## src/rtl/alu_pkg.sv

```systemverilog
// Shared opcode and FSM state definitions for the registered sequential ALU.
package alu_pkg;

    localparam logic [2:0] OP_AND = 3'b000;
    localparam logic [2:0] OP_OR  = 3'b001;
    localparam logic [2:0] OP_NOT = 3'b010;
    localparam logic [2:0] OP_ADD = 3'b011;
    localparam logic [2:0] OP_SUB = 3'b100;
    localparam logic [2:0] OP_MUL = 3'b101;

    typedef enum logic [1:0] {
        ST_IDLE = 2'd0,
        ST_BUSY = 2'd1,
        ST_DONE = 2'd2
    } state_e;

endpackage

```

## src/rtl/alu_mul_iter.sv

```systemverilog
// Iterative unsigned shift-add multiplier: one partial product per cycle, WIDTH cycles per product.
// The product output already includes the step being applied this cycle, so it is final while done is high.
module alu_mul_iter #(
    parameter int WIDTH = 8
) (
    input  logic               clk,
    input  logic               rst,
    input  logic               start,
    input  logic [WIDTH-1:0]   a,
    input  logic [WIDTH-1:0]   b,
    output logic               busy,
    output logic               done,
    output logic [2*WIDTH-1:0] product
);

    localparam int CW = $clog2(WIDTH + 1);
    localparam logic [CW-1:0] LAST_STEP = CW'(WIDTH - 1);

    logic [2*WIDTH-1:0] mcand_q;
    logic [2*WIDTH-1:0] acc_q;
    logic [2*WIDTH-1:0] acc_d;
    logic [WIDTH-1:0]   mplier_q;
    logic [CW-1:0]      cnt_q;
    logic               busy_q;

    assign acc_d   = mplier_q[0] ? (acc_q + mcand_q) : acc_q;
    assign busy    = busy_q;
    assign done    = busy_q & (cnt_q == LAST_STEP);
    assign product = acc_d;

    always_ff @(posedge clk or posedge rst) begin
        if (rst) begin
            mcand_q  <= '0;
            acc_q    <= '0;
            mplier_q <= '0;
            cnt_q    <= '0;
            busy_q   <= 1'b0;
        end else if (start) begin
            mcand_q  <= {{WIDTH{1'b0}}, a};
            acc_q    <= '0;
            mplier_q <= b;
            cnt_q    <= '0;
            busy_q   <= 1'b1;
        end else if (busy_q) begin
            acc_q    <= acc_d;
            mcand_q  <= mcand_q << 1;
            mplier_q <= mplier_q >> 1;
            cnt_q    <= cnt_q + CW'(1);
            if (done) begin
                busy_q <= 1'b0;
            end
        end
    end

endmodule

```

## src/rtl/alu_seq.sv

```systemverilog
// Registered ALU with valid/ready handshakes on both sides; single-cycle logic/arith ops.
// Define ALU_SEQ_MUL_EN to build the iterative MUL path (BUSY state, ALU_Out_Hi generation).
module alu_seq
    import alu_pkg::*;
#(
    parameter int WIDTH = 8
) (
    input  logic             clk,
    input  logic             rst,
    input  logic             in_valid,
    output logic             in_ready,
    input  logic [WIDTH-1:0] A,
    input  logic [WIDTH-1:0] B,
    input  logic [2:0]       ALU_Sel,
    output logic             out_valid,
    input  logic             out_ready,
    output logic [WIDTH-1:0] ALU_Out,
    output logic [WIDTH-1:0] ALU_Out_Hi,
    output logic             CarryOut,
    output logic             Overflow,
    output logic             Zero,
    output logic             Err
);

    state_e state_q, state_d;
    logic   accept;
    logic   load_single;
    logic   ready_base;

    logic [WIDTH-1:0] out_q;
    logic             carry_q, ovf_q, zero_q, err_q;

    logic [WIDTH:0]   sum_ext, diff_ext;
    logic [WIDTH-1:0] res_lo;
    logic             res_c, res_v, res_err;

    assign ready_base = (state_q == ST_IDLE) | ((state_q == ST_DONE) & out_ready);
    assign accept     = in_valid & in_ready;
    assign out_valid  = (state_q == ST_DONE);

    assign sum_ext  = {1'b0, A} + {1'b0, B};
    assign diff_ext = {1'b0, A} - {1'b0, B};

    always_comb begin
        res_lo  = '0;
        res_c   = 1'b0;
        res_v   = 1'b0;
        res_err = 1'b0;
        case (ALU_Sel)
            OP_AND: res_lo = A & B;
            OP_OR:  res_lo = A | B;
            OP_NOT: res_lo = ~A;
            OP_ADD: begin
                res_lo = sum_ext[WIDTH-1:0];
                res_c  = sum_ext[WIDTH];
                res_v  = (A[WIDTH-1] == B[WIDTH-1]) & (sum_ext[WIDTH-1] != A[WIDTH-1]);
            end
            OP_SUB: begin
                // diff_ext[WIDTH] is the unsigned borrow, i.e. A < B
                res_lo = diff_ext[WIDTH-1:0];
                res_c  = diff_ext[WIDTH];
                res_v  = (A[WIDTH-1] != B[WIDTH-1]) & (diff_ext[WIDTH-1] != A[WIDTH-1]);
            end
            default: res_err = 1'b1;
        endcase
    end

`ifdef ALU_SEQ_MUL_EN
    logic               mul_start, mul_busy, mul_done, load_mul;
    logic [2*WIDTH-1:0] mul_product;
    logic [WIDTH-1:0]   hi_q;

    alu_mul_iter #(.WIDTH(WIDTH)) u_mul (
        .clk     (clk),
        .rst     (rst),
        .start   (mul_start),
        .a       (A),
        .b       (B),
        .busy    (mul_busy),
        .done    (mul_done),
        .product (mul_product)
    );

    // Multiplier occupancy also blocks intake, guarding against any state/engine skew.
    assign in_ready   = ready_base & ~mul_busy;
    assign ALU_Out_Hi = hi_q;
`else
    assign in_ready   = ready_base;
    assign ALU_Out_Hi = '0;
`endif

    always_comb begin
        state_d     = state_q;
        load_single = 1'b0;
`ifdef ALU_SEQ_MUL_EN
        mul_start   = 1'b0;
        load_mul    = 1'b0;
`endif
        case (state_q)
            ST_IDLE, ST_DONE: begin
                if (accept) begin
`ifdef ALU_SEQ_MUL_EN
                    if (ALU_Sel == OP_MUL) begin
                        state_d   = ST_BUSY;
                        mul_start = 1'b1;
                    end else
`endif
                    begin
                        state_d     = ST_DONE;
                        load_single = 1'b1;
                    end
                end else if ((state_q == ST_DONE) && out_ready) begin
                    state_d = ST_IDLE;
                end
            end
`ifdef ALU_SEQ_MUL_EN
            ST_BUSY: begin
                if (mul_done) begin
                    state_d  = ST_DONE;
                    load_mul = 1'b1;
                end
            end
`endif
            default: state_d = ST_IDLE;
        endcase
    end

    always_ff @(posedge clk or posedge rst) begin
        if (rst) begin
            state_q <= ST_IDLE;
        end else begin
            state_q <= state_d;
        end
    end

    always_ff @(posedge clk or posedge rst) begin
        if (rst) begin
            out_q   <= '0;
            carry_q <= 1'b0;
            ovf_q   <= 1'b0;
            zero_q  <= 1'b0;
            err_q   <= 1'b0;
`ifdef ALU_SEQ_MUL_EN
            hi_q    <= '0;
`endif
        end else if (load_single) begin
            out_q   <= res_lo;
            carry_q <= res_c;
            ovf_q   <= res_v;
            zero_q  <= (res_lo == '0);
            err_q   <= res_err;
`ifdef ALU_SEQ_MUL_EN
            hi_q    <= '0;
        end else if (load_mul) begin
            out_q   <= mul_product[WIDTH-1:0];
            hi_q    <= mul_product[2*WIDTH-1:WIDTH];
            carry_q <= |mul_product[2*WIDTH-1:WIDTH];
            ovf_q   <= 1'b0;
            zero_q  <= (mul_product[WIDTH-1:0] == '0);
            err_q   <= 1'b0;
`endif
        end
    end

    assign ALU_Out  = out_q;
    assign CarryOut = carry_q;
    assign Overflow = ovf_q;
    assign Zero     = zero_q;
    assign Err      = err_q;

endmodule

```

## config.mk

```make
export PLATFORM = sky130hd
export DESIGN_NAME = alu_seq
export DESIGN_NICKNAME = d
export VERILOG_FILES = /design/src/rtl/alu_pkg.sv /design/src/rtl/alu_mul_iter.sv /design/src/rtl/alu_seq.sv
export SDC_FILE = /design/constraint.sdc
export NUM_CORES = 1
export LEC_CHECK = 0
export ABC_AREA = 1
export CAP_MARGIN = 20
export CORE_MARGIN = 2
export CORE_UTILIZATION = 30
export CTS_CLUSTER_DIAMETER = 30
export DETAILED_ROUTE_END_ITERATION = 10
export GPL_ROUTABILITY_DRIVEN = 0
export GPL_TIMING_DRIVEN = 0
export PLACE_DENSITY = 0.58
export REMOVE_ABC_BUFFERS = 1
export SLEW_MARGIN = 10
export SYNTH_ARGS = -nofsm -noshare
export SYNTH_HDL_FRONTEND = slang
export SYNTH_SLANG_ARGS = --single-unit
```

## constraint.sdc

```tcl
create_clock -name clk -period 1.3 [get_ports clk]
set_input_delay 0.26 -clock clk [delete_from_list [all_inputs] [get_ports clk]]
set_output_delay 0.26 -clock clk [all_outputs]
set_load 0.005 [all_outputs]
```

# Word-level counts from Yosys, hierarchy flattened
# Index checks and enable logic that the tools add are counted.
# totals
inputBits	23
reg_bits	14
# classes
n_bitwise	8
eq_ne	10
n_addsub	2
mux	9
reduce_logical	6
# ops
operator	count
8-bit case mux with 5 select lines	1
8-bit by 8-bit adder with 9-bit output	1
8-bit by 8-bit subtractor with 9-bit output	1
8-bit AND	1
8-bit zero test	1
8-bit inverter	1
8-bit bitwise OR	1
3-bit by 2-bit equality test with 1-bit output, second input constant	2
2-bit 2-to-1 mux	3
5-bit OR reduction	1
1-bit AND	4
1-bit case mux with 2 select lines	2
3-bit by 1-bit equality test with 1-bit output, second input constant	1
3-bit equality test, second input constant	1
3-bit zero test	1
1-bit 2-to-1 mux	3
1-bit inequality test	3
3-bit inequality test, second input constant	1
2-bit equality test, second input constant	1
2-bit zero test	1
2-bit OR reduction	1
1-bit equality test	1
1-bit logical AND	1
1-bit bitwise OR	1

# Longest topological paths before layout
# depth
word_depth	6
ltp_mapped	14
ltp_nobuf	14

# Least setup slack after synthesis
# OpenSTA, ideal clock, no wires.
# synth_timing
path_type	input port to flip-flop
startpoint	in A[0]
endpoint	reg carry_q (netlist: CarryOut)
required_ns	1.183
t_arrival_ns	1.582
setup_slack_ns	-0.399
setup_ns	0.117
cell_stages	13
cell_sequence	inv_1 > ha_1 > fa_1 > inv_1 > nand3_1 > nand2_1 > nand2_1 > nand2_1 > a21oi_1 > o21ai_0 > nand2_1 > nand2_1 > nand2_1
# synth_via
elab_chain_cells	2
elab_cells_between_ends	3
classes_between	add/sub: 2; mux: 1
# synth_rtl
item	line	text
start: declaration	alu_seq.sv:12	input logic [WIDTH-1:0] A,
8-bit by 8-bit subtractor with 9-bit output / 8-bit by 8-bit adder with 9-bit output (equally long branches)	alu_seq.sv:42, alu_seq.sv:41	
1-bit case mux with 2 select lines *	alu_seq.sv:49	case (ALU_Sel)
end signal: assignment	alu_seq.sv:148	carry_q <= res_c;
end: declaration	alu_seq.sv:31	logic carry_q, ovf_q, zero_q, err_q;
# Mark *: on every way between the ends. The rest lies on a longest branch, timed or not.
# A chain may end at the register's enable or synchronous reset.

# Final worst setup path
# layout_timing
startpoint	in B[0]
endpoint	reg carry_q (netlist: CarryOut)
# layout_via
elab_chain_cells	2
elab_cells_between_ends	3
classes_between	add/sub: 2; mux: 1
# layout_rtl
item	line	text
start: declaration	alu_seq.sv:13	input logic [WIDTH-1:0] B,
8-bit by 8-bit subtractor with 9-bit output / 8-bit by 8-bit adder with 9-bit output (equally long branches)	alu_seq.sv:42, alu_seq.sv:41	
1-bit case mux with 2 select lines *	alu_seq.sv:49	
# Marked as above.

==> impl_metrics.csv <==
group,metric,value,unit
run_status,status,"finished, violations left",
run_status,failed_checks,"setup timing",
yosys,yosys.area.top_type,"dfrtp_1",
sta,hold_slack,337,ps
yosys,synth_common_cells,"85 x nand2_1, 42 x inv_1, 40 x nand3_1",
sta,timing.fmax,0.617,GHz
yosys,yosysSeqAreaShare,0.182,
worst_setup_path,critPathRequiredTime,1430,ps
power_and_ir_drop,pwr_density_cell,661,nW/um2
detailed_routing,dr_total_vias,1989,
clock_tree,cts_htree_levels,1,
sta,hold_viol,0,
yosys,synth_edf_count,0,
worst_setup_path,cp_top_family,"simple AND/OR/NAND/NOR gates",
detailed_routing,antenna_left,0,
floorplanning,coreArea,5820,um2
placed_design,dpl_cell_area,2180,um2
floorplanning,die_area,6580,um2
worst_setup_path,path_common_cell,"nand2_1",
final_layout,area_growth,55.1,%
sta,fin_crit,1620,ps
worst_setup_path,cp_slowest_stage_delay,360,ps
floorplanning,die_x,81.1,um
worst_setup_path,worstSetupPathType,"input port to register",
worst_setup_path,rrSetupSlack,-50,ps
detailed_routing,routed_wl,5.04,mm
detailed_routing,avgViaCountPerCell,4.67,
yosys,synth_top_area_share,0.182,
yosys,netlist_area,1780,um2
final_layout,drive_gt1_frac,0.399,
clock_tree,cts_buffer_depth,2,
final_layout,diodes,0,
global_routing,grt_pass1_vias,1807,
hold_path,hold_class,"input port to asynchronous set/reset pin",
clock_tree,cts_buffers,3,
worst_setup_path,crit_fanout,3,
global_routing,grt_usage,0.153,
yosys,yosys_warnings,0,
yosys,synth_top_family_by_area,"simple AND/OR/NAND/NOR gates",
final_layout,stdcell_area,2770,um2
yosys,postSynthCellCount,287,
yosys,synth_most_common_cell,"nand2_1",
yosys,syn_avg_cell_area,6.21,um2
yosys,synth_area_leaders,"dfrtp_1 18%, nand2_1 18%, ha_1 17%",
clock_tree,cts_root_buf,"clkbuf_8",
final_layout,fillers,613,
yosys,synth_compound_area_frac,0.0856,
worst_setup_path,cp-end-kind,"register",
worst_setup_path,startpoint,"B[0]",
final_layout,multi_input_area,1560,um2
placed_design,port_buffers,36,
worst_setup_path,start_kind,"input port",
sta,report.final.setup_viol,10,
worst_setup_path,cp.arrival,1750,ps
detailed_routing,first_iter_violations,132,
sta,layout_setup_ws,-320,ps
detailed_routing,wl_per_cell,11.8,um
floorplanning,fp-row-count,28,
floorplanning,initial_core_util,0.307,
yosys,synthSimpleGateAreaFrac,0.395,
detailed_routing,post-route-drc-count,0,
floorplanning,die_h,81.1,um
power_and_ir_drop,ir_drop,0.433,mV
yosys,synthMuxAreaShare,0,
worst_setup_path,rr_worst_depth,9,
clock_tree,clk_pin_slew,50,ps
clock_tree,ctsHoldBuffers,0,
global_routing,antenna_found_initial,0,
yosys,ys_ff_latch,13,
floorplanning,io_pins,45,
sta,rsz0062_at_grt,"yes",
yosys,synth.distinct_cells,27,
worst_setup_path,r2r-end,"Zero",
global_routing,grt_pass1_wl,8.09,mm
worst_setup_path,crit_chain,"buf_8 -> ha_4 -> fa_2 -> nand2_2 -> nand2_2 -> nand3b_1 -> nand2_1 -> nand2_2 -> nand2_2 -> nand2_1 -> nand2_1 -> nand2_1 -> nand2_1 -> nand2_1 -> nand2_1",
yosys,synth-xor-area-share,0,
worst_setup_path,cp.depth,15,
yosys,synthAdderAreaFrac,0.191,
clock_tree,cts_sinks,13,
flow_run,maxCapViolCount,0,
final_layout,seq_area,325,um2
yosys,ys.flop_type,"dfrtp_1",
final_layout,fin_nets,401,
global_routing,grt_max_degree,20,
detailed_routing,firstDrtPassIters,4,
sta,finClkSkew,1.40,ps
worst_setup_path,critPathSlowestCell,"fa_2",
sta,fin_crit_sh,1.25,
yosys,synthArstFlopShare,1.00,
power_and_ir_drop,p_leak,1.45,nW
worst_setup_path,path_buf_inv,1,
worst_setup_path,crit_path_end,"CarryOut",
clock_tree,clk_latency,240,ps
clock_tree,cts_tree,"yes",
placed_design,dp_hpwl,3.53,mm
worst_setup_path,reg2reg_from,"state_q[1]",
global_routing,grt_overflow,0,
sta,maxSlewViolCount,0,
-- worst min-delay path by stage --
stage / endpoint / start / slack, ps / depth (start not counted)
floorplan: ALU_Out[0] / rst / 140 / 1
global placement: ALU_Out[7] / ALU_Out[7] / 460 / 2
detailed placement: ALU_Out[5] / ALU_Out[5] / 470 / 2
CTS: state_q[1] / rst / 360 / 2
global route: state_q[1] / rst / 400 / 2
finish: Zero / rst / 340 / 2
-- per-layer routing --
layer,wire [um],track usage
met1,2210,0.194
met2,2510,0.270
met3,273,0.0178
met4,48,0.0441
met5,0,0
-- metrics by stage --
step,util,setup WS [ps],TNS [ps],cells,power (mW)
final,0.475,-320,-1550,426,1.83
after global routing,0.475,-431,-2270,426,1.98
after CTS,0.438,-364,-1400,416,1.70
after detailed placement,0.374,-1170,-11360,394,1.22
after global placement,0.374,-1090,-11010,394,1.21
after floorplan,-,-401,-2460,283,0.907
-- registers in the layout (all words and copies together), names as in the netlist --
| signal | cells |
|---|---|
| ALU_Out | 8 |
| state_q | 1 |
| Zero | 1 |
| Overflow | 1 |
| Err | 1 |
| CarryOut | 1 |
-- worst reg2reg max path: stages (launching register included) --
cell     delay [ps]
dfrtp_1         380
nand2_2         100
nand2_4         140
inv_2           150
nand3_1         110
nor2_1          120
nand3_1          80
nor2_1          100
nand2_1          60
nand2_1          50
-- layout make-up --
type	count	share of cell area
clock buffer	4	0.0163
inverter	45	0.0747
timing repair buffer	64	0.192
multi-input combinational	225	0.565
tap	75	0.0339
sequential	13	0.118
-- power breakdown --
part           total, mW  internal [mW]  leakage (nW)  switching, mW
Sequential         0.490          0.463         0.167         0.0265
Combinational      0.990          0.453          1.26          0.537
Clock              0.347          0.216        0.0228          0.132
-- timing repair --
| item | in CTS | in global routing |
|---|---|---|
| setup endpoints to repair | 26 | 12 |
| buffers inserted | 18 | 13 |
| gates resized for setup | 156 | 66 |
| pin swaps | 31 | 42 |
| endpoints found under the hold margin | 0 | 0 |
-- kinds of logic (layout without fill, tap and decap cells) --
family	after synthesis	count (layout)
DFF	13	13
and+or+nand+nor	164	164
adders and majority gates	26	26
other	1	8
AOI/OAI and AO/OA	27	27
buffers and inverters	56	113
-- layout by cell type, fill, tap and decap left out, types with 9 or more instances in the layout --
cell type and n:
nand2_1 61, nand3_1 29, buf_4 29, nor2_1 25
nand2_2 20, inv_1 19, ha_1 15, dfrtp_1 13
inv_4 13, dlygate4sd2_1 13, inv_2 12, nand3_2 11
ha_4 9
(Power assumes the default switching activity.)
